<file path="src/rtl/carregador_matriz_pkg.sv">
// matriz_pkg: shared constants, FSM state encoding, size decode and lane index helpers
package matriz_pkg;
  localparam int ELEM_W = 8;
  localparam int MAX_DIM = 5;
  localparam int MATRIX_W = MAX_DIM * MAX_DIM * ELEM_W;
  typedef enum logic [1:0] {IDLE = 2'd0, LOAD = 2'd1, DONE = 2'd2} state_t;
  function automatic logic [2:0] size_n(input logic [1:0] code);
    return {1'b0, code} + 3'd2;
  endfunction
  function automatic logic [4:0] idx(input logic [2:0] r, input logic [2:0] c);
    return {2'b00, r} * 5'd5 + {2'b00, c};
  endfunction
endpackage

</file>
<file path="src/rtl/carregador_matriz_contador.sv">
// contador_linha_coluna: row-major row/col counter (clk, reset, clear, advance, n -> row, col, last on final cell)
module contador_linha_coluna
  import matriz_pkg::*;
(
  input  logic       clk,
  input  logic       reset,
  input  logic       clear,
  input  logic       advance,
  input  logic [2:0] n,
  output logic [2:0] row,
  output logic [2:0] col,
  output logic       last
);
  logic last_col;
  assign last_col = col == n - 3'd1;
  assign last = last_col && row == n - 3'd1;
  always_ff @(posedge clk) begin
    if (reset || clear) begin
      row <= '0;
      col <= '0;
    end else if (advance) begin
      col <= last_col ? 3'd0 : col + 3'd1;
      row <= last_col ? row + 3'd1 : row;
    end
  end
endmodule

</file>
<file path="src/rtl/carregador_matriz.sv">
// carregador_matriz: loads an NxN int8 matrix from a valid/ready byte stream into 25 packed lanes (start/matrix_size/transpose_en in; in_ready, matrix_out, busy, done out)
module carregador_matriz
  import matriz_pkg::*;
(
  input  logic                clk,
  input  logic                reset,
  input  logic                start,
  input  logic [1:0]          matrix_size,
  input  logic                transpose_en,
  input  logic                in_valid,
  input  logic [ELEM_W-1:0]   in_data,
  output logic                in_ready,
  output logic [MATRIX_W-1:0] matrix_out,
  output logic                busy,
  output logic                done
);
  state_t     state, nxt;
  logic [2:0] n, row, col;
  logic [4:0] lane;
  logic       tr, last, accept, begin_load;
  assign begin_load = state == IDLE && start;
  assign in_ready = state == LOAD;
  assign accept = in_valid && in_ready;
  assign busy = state != IDLE;
  assign done = state == DONE;
  assign lane = tr ? idx(col, row) : idx(row, col);
  contador_linha_coluna u_cnt (
    .clk     (clk),
    .reset   (reset),
    .clear   (begin_load),
    .advance (accept),
    .n       (n),
    .row     (row),
    .col     (col),
    .last    (last)
  );
  always_ff @(posedge clk) state <= reset ? IDLE : nxt;
  always_comb begin
    nxt = state == IDLE ? (start ? LOAD : IDLE) :
          state == LOAD ? (accept && last ? DONE : LOAD) : IDLE;
  end
  always_ff @(posedge clk) begin
    if (reset) begin
      n  <= 3'd2;
      tr <= 1'b0;
    end else if (begin_load) begin
      n  <= size_n(matrix_size);
      tr <= transpose_en;
    end
  end
  always_ff @(posedge clk) begin
    if (reset || begin_load) matrix_out <= '0;
    else if (accept) matrix_out[lane*ELEM_W +: ELEM_W] <= in_data;
  end
endmodule

</file>
<file path="config.mk">
export PLATFORM = sky130hd
export DESIGN_NAME = carregador_matriz
export DESIGN_NICKNAME = d
export VERILOG_FILES = /design/src/rtl/carregador_matriz_pkg.sv /design/src/rtl/carregador_matriz_contador.sv /design/src/rtl/carregador_matriz.sv
export SDC_FILE = /design/constraint.sdc
export NUM_CORES = 1
export LEC_CHECK = 0
export CAP_MARGIN = 25
export CORE_MARGIN = 3
export CORE_UTILIZATION = 31
export CTS_CLUSTER_DIAMETER = 150
export DETAILED_ROUTE_END_ITERATION = 12
export HOLD_SLACK_MARGIN = 0.03
export REMOVE_ABC_BUFFERS = 1
export SLEW_MARGIN = 0
export SYNTH_ARGS = -nofsm -noshare
export SYNTH_HDL_FRONTEND = slang
export SYNTH_SLANG_ARGS = --single-unit
</file>
<file path="constraint.sdc">
create_clock -name clk -period 5.5 [get_ports clk]
set_input_delay 1.1 -clock clk [delete_from_list [all_inputs] [get_ports clk]]
set_output_delay 1.1 -clock clk [all_outputs]
set_load 0.05 [all_outputs]
</file>
## After elaboration in Yosys (flattened, before gate mapping)

Cells that the tools add are included.

| word-level totals | value |
|---|---|
| bits in registers | 212 |
| bits of input ports | 15 |
| output and inout bits | 203 |
| word-level logic and storage cells | 36 |

| cells by class | value |
|---|---|
| add/subtract/negate cells | 7 |
| multipliers | 2 |
| eq/ne operators | 4 |
| shift-type cells | 2 |
| multiplexer cells | 7 |
| reductions and logical operators | 8 |

Operators by type and width:

| operator | number |
|---|---|
| bitwise mux 200 bit | 1 |
| variable shift 8 x 34 -> 200 bit, first input constant | 1 |
| indexed part select 8 x 34 -> 200 bit | 1 |
| negation 8 -> 34 bit | 1 |
| adder 5 x 3 -> 5 bit | 2 |
| multiplier 3 x 3 -> 5 bit, second input constant | 2 |
| adder 3 x 1 -> 3 bit, second input constant | 2 |
| equality test 3 bit | 2 |
| two-way mux 2 bit | 3 |
| two-way mux 5 bit | 1 |
| logical AND 1 bit | 4 |
| adder 2 x 2 -> 3 bit, second input constant | 1 |
| two-way mux 3 bit | 1 |
| subtractor 3 x 1 -> 3 bit, second input constant | 1 |
| equality test 2 x 1 -> 1 bit, second input constant | 1 |
| equality test 2 bit, second input constant | 1 |
| logical NOT 2 bit | 1 |
| AND reduction 2 bit | 1 |
| nonzero test 2 bit | 1 |
| logical OR 1 bit | 1 |
| two-way mux 1 bit | 1 |

## Depth between registers and ports, before layout

| depth | value |
|---|---|
| depth after elaboration | 7 |
| mapped depth | 15 |
| gate-level depth less buffers | 13 |

## Hierarchy

A second synthesis with hierarchy kept.

| second synthesis, totals | value |
|---|---|
| cell total of the unflattened synthesis | 906 |
| area total of the unflattened synthesis | 8,811.0 µm² |

By module, submodules not included:

| module | instances | cells each | area each (µm²) | sequential area each (µm²) |
|---|---|---|---|---|
| carregador_matriz | 1 | 864 | 8,391.8 | 4,124.0 |
| contador_linha_coluna | 1 | 42 | 419.2 | 120.1 |

## Least setup slack after synthesis

Ideal clock, no wire load.

| path | value |
|---|---|
| kind | register to register |
| start point | reg u_cnt.row[2] |
| end point | reg matrix_out[50] |
| setup time | 0.121 ns |
| data arrival time | 3.791 ns |
| data required time | 5.379 ns |
| path slack | 1.588 ns |
| cell stages (with the launch flop) | 13 |
| buffers on the path | 1 |
| clock period less this slack | 3.912 ns |
| cells stage by stage | dfxtp_1 ha_1 ha_1 ha_1 a21oi_1 mux2_2 o211a_1 ha_1 nand4b_1 nor3_2 and3_1 buf_2 mux2_2 |

| on the way | value |
|---|---|
| word-level cells in the longest chain between the ends | 6 |
| elaborated cells on any way between the ends | 8 |
| those cells by class | 3 x add/sub; 1 x mul; 2 x shift; 2 x mux |

RTL lines:

| element | RTL line | source |
|---|---|---|
| start, declared | carregador_matriz_contador.sv:10 | `output logic [2:0] row,` |
| start signal, assigned | carregador_matriz_contador.sv:23 | `row <= last_col ? row + 3'd1 : row;` |
| multiplier 3 x 3 -> 5 bit | carregador_matriz_pkg.sv:11 | `return {2'b00, r} * 5'd5 + {2'b00, c};` |
| adder 5 x 3 -> 5 bit | carregador_matriz_pkg.sv:11 |  |
| two-way mux 5 bit (*) | carregador_matriz.sv:26 | `assign lane = tr ? idx(col, row) : idx(row, col);` |
| negation 8 -> 34 bit (*) | carregador_matriz.sv:53 | `else if (accept) matrix_out[lane*ELEM_W +: ELEM_W] <= in_data;` |
| indexed part select 8 x 34 -> 200 bit or variable shift 8 x 34 -> 200 bit (tied branches) | carregador_matriz.sv:53 |  |
| bitwise mux 200 bit (*) | carregador_matriz.sv:53 |  |
| end signal, assigned by index | carregador_matriz.sv:53 |  |
| end, declared | carregador_matriz.sv:13 | `output logic [MATRIX_W-1:0] matrix_out,` |

Every way passes the cells marked *; elsewhere a longest branch is shown, timed or not.
A chain may end at the register's enable or synchronous reset.

## Worst setup path in the final report

| path | value |
|---|---|
| start point | reg u_cnt.row[2] |
| end point | reg matrix_out[135] |

Same word-level chain as after synthesis.

==> results.py <==
metrics = {
    "detailed_routing": {
        "drt_iter0_markers": 439,
        "detail_route.wl_per_cell_um": 18.6,
        "drt-pass1-iter-count": 6,
        "vias_per_cell": 4.87,
        "wirelength_mm": 29.3,
        "ant_nets": 0,
        "vias": 7671,
        "route.detailed.drc": 0,
    },
    "finish": {
        "finish.utilization_pct": 43.4,
        "areaGrowthSynthToFinish_pct": 37.0,
        "final.fill_count": 2881,
        "diodes": 0,
        "nets": 1212,
        "drive_gt1_share_pct": 7.89,
    },
    "pwr": {
        "p_clk_share_pct": 47.9,
        "swShare_pct": 23.6,
        "leakagePower_nw": 5.16,
        "power_frac_comb_pct": 6.4,
        "p_switching_mw": 0.797,
        "power_density_nw_per_um2": 269,
        "seq_power_share_pct": 45.6,
        "p_int_mw": 2.59,
        "ir_worst_vdd_mv": 0.179,
    },
    "sta": {
        "tightest_slew_ns": 0.960,
        "layout_min_cycle_time_ns": 4.55,
        "hold_viol": 0,
        "finalClockSkew_ns": 0.0119,
        "post-route-period-util_pct": 82.8,
        "rsz0062_at_grt": "false",
        "holdWs_ns": 0.455,
        "fin_ws_ns": 0.947,
        "slew_headroom_pct": 35.8,
        "setup_viol": 0,
        "fmax_ghz": 0.220,
        "slew_viol_final": 0,
    },
    "placed_design": {
        "hpwlAfterDp_mm": 20.7,
        "dpl_worst_slack_ns": 0.998,
        "io_buffers": 217,
        "gp_congestion": 0.867,
    },
    "setup_path": {
        "worstSetupPathType": "flip-flop to flip-flop",
        "end_kind": "flip-flop",
        "critPathRequiredTime_ns": 5.88,
        "crit_path_max_fanout": 9,
        "arrival_ns": 4.93,
        "startpoint_type": "flip-flop",
        "ff2ff_setup_slack_ns": 0.95,
    },
    "clocking": {
        "clkTransAtPathRegs_ns": 0.06,
        "ctsResizeCount": 0,
        "hold_buffers": 0,
        "cts_root_buf": "clkbuf_16",
        "postCtsSetupBuffers": 0,
        "clockBufferDepth": 3,
        "insertion_delay_ns": 0.52,
        "tritoncts": "done",
        "cts_sinks": 212,
        "cts_made_buffers": 25,
        "htree_levels": 1,
    },
    "die": {
        "core_um2": 29000,
        "top_level_ports": 218,
        "die_x_um": 178,
        "rows": 62,
        "dieHeight_um": 178,
        "dieArea_um2": 31800,
        "initial_core_util_pct": 31.7,
    },
    "global_routing": {
        "grt_pass1_vias": 7465,
        "grt_max_degree": 77,
        "overflow": 0,
        "grt_pass1_wl_mm": 44.4,
        "grtUsageTotal_pct": 17.8,
        "antenna_found_initial": 0,
    },
    "synthesis": {
        "syn_area_um2": 9200,
        "async_flop_share_pct": 0,
        "synth_area_per_cell_um2": 9.42,
        "ys.warnings.count": 0,
        "synth_top_flop_cell": "dfxtp_1",
        "ys_types": 49,
        "netlist_top_cells_area": "dfxtp_1, mux2i_1, nand2_1",
        "ys_ff_latch": 212,
        "yosysTopAreaCell": "dfxtp_1",
        "yosysTopAreaCellShare_pct": 46.1,
        "synth_cells": 977,
        "synth-edff-count": 0,
        "ys_seq_area_share_pct": 46.1,
    },
    "hold_path": {
        "hold_path_class": "flip-flop to flip-flop",
    },
    "run_status": {
        "status": "finished clean",
    },
    "flow_run": {
        "max_cap_violations": 0,
    },
}
[worst max-delay path: stages (launching register included)]
cell and delay, ns:
dfxtp_1 0.44, ha_1 0.28, ha_1 0.28, ha_1 0.34, nand3_1 0.10, and4_1 0.21
nor4_4 0.61, ha_1 0.34, nand4b_1 0.39, nor2_1 0.37, o211ai_1 0.14, o22ai_1 0.31
nand2_1 0.39, mux2i_1 0.21
[power groups by stage]
stage | logic, mW | clock network (mW) | registers [mW]
floorplan | 0.112 | 0 | 1.58
global placement | 0.211 | 0 | 1.58
detailed placement | 0.216 | 0 | 1.58
CTS | 0.217 | 1.67 | 1.54
global route | 0.236 | 1.73 | 1.54
finish | 0.218 | 1.62 | 1.54
[flip-flops by register name, indices dropped and copies added, names as in the netlist]
signal      flops
matrix_out    200
n               3
u_cnt.col       3
u_cnt.row       3
state           2
tr              1
[metrics by stage]
stage	TNS [ns]	area (um^2)	power (mW)	instances
after floorplan	-367.58	8960	1.69	917
after CTS	0	12600	3.43	1576
after detailed placement	0	11800	1.79	1535
after global routing	0	12600	3.51	1576
after global placement	0	11800	1.79	1533
final	0	12600	3.39	1576
[path summary, 6_finish.rpt]
check,startpoint,endpoint,depth (start not counted)
worst max register to register,u_cnt.row[2],matrix_out[135],13
worst min-delay path,matrix_out[90],matrix_out[90],2
worst max-delay path,u_cnt.row[2],matrix_out[135],13
worst min register to register,matrix_out[90],matrix_out[90],2
[cells in the final DEF, fill, tap and decap left out, types with 6 or more instances in the layout]
cell / netlist / layout
a21oi_1: 25 / 25
and2_1: 10 / 10
and3_1: 12 / 12
and4_1: 6 / 6
buf_4: 1 / 15
clkbuf_1: 49 / 7
clkbuf_16: 0 / 25
clkdlybuf4s50_1: 0 / 217
dfxtp_1: 212 / 212
ha_1: 19 / 19
inv_1: 7 / 7
mux2_2: 14 / 14
mux2i_1: 171 / 171
nand2_1: 176 / 176
nand2b_1: 16 / 16
nand3_1: 56 / 56
nand3_2: 9 / 9
nand4_1: 31 / 31
nor2_1: 66 / 65
nor3_1: 8 / 8
o21ai_0: 6 / 6
or3_1: 10 / 10
xnor2_1: 10 / 10
[kinds of logic (layout without fill, tap and decap cells)]
| logic type | after synthesis | count (layout) | synth area share, % |
|---|---|---|---|
| AND/OR/NAND/NOR | 427 | 427 | 22.9 |
| flip-flops | 212 | 212 | 46.1 |
| multiplexers | 185 | 185 | 20.3 |
| buffers and inverters | 68 | 283 | 2.92 |
| AO/OA/AOI/OAI | 51 | 51 | 3.67 |
| adder cells (fa/ha/maj) | 19 | 19 | 2.58 |
| XOR/XNOR | 15 | 15 | 1.43 |
[cell type report]
type / count / area, um^2 / area share [%]
inverter: 8 / 30.0 / 0.238
timing repair buffer: 234 / 2330 / 18.5
multi-input combinational: 697 / 4720 / 37.4
sequential: 212 / 4240 / 33.7
clock buffer: 37 / 721 / 5.72
tap: 384 / 480 / 3.81
clock inverter: 4 / 76.3 / 0.606
[synth_stat cells, drive strengths merged (11+ instances only)]
cell type / count
nand3: 65
nand4: 34
mux2i: 171
nor2: 66
dfxtp: 212
a21oi: 25
nand2: 176
mux2: 14
and3: 12
buf: 11
nand2b: 16
clkbuf: 49
ha: 19
[routing by layer]
layer	track usage, %	wire length (um)	part of all wire [%]
met3	3.75	1770	6.0
met5	0	0	0
met4	3.86	575	2.0
met1	24.4	13500	46
met2	29.0	13500	46
No activity file was read; power rests on OpenSTA's default activity.
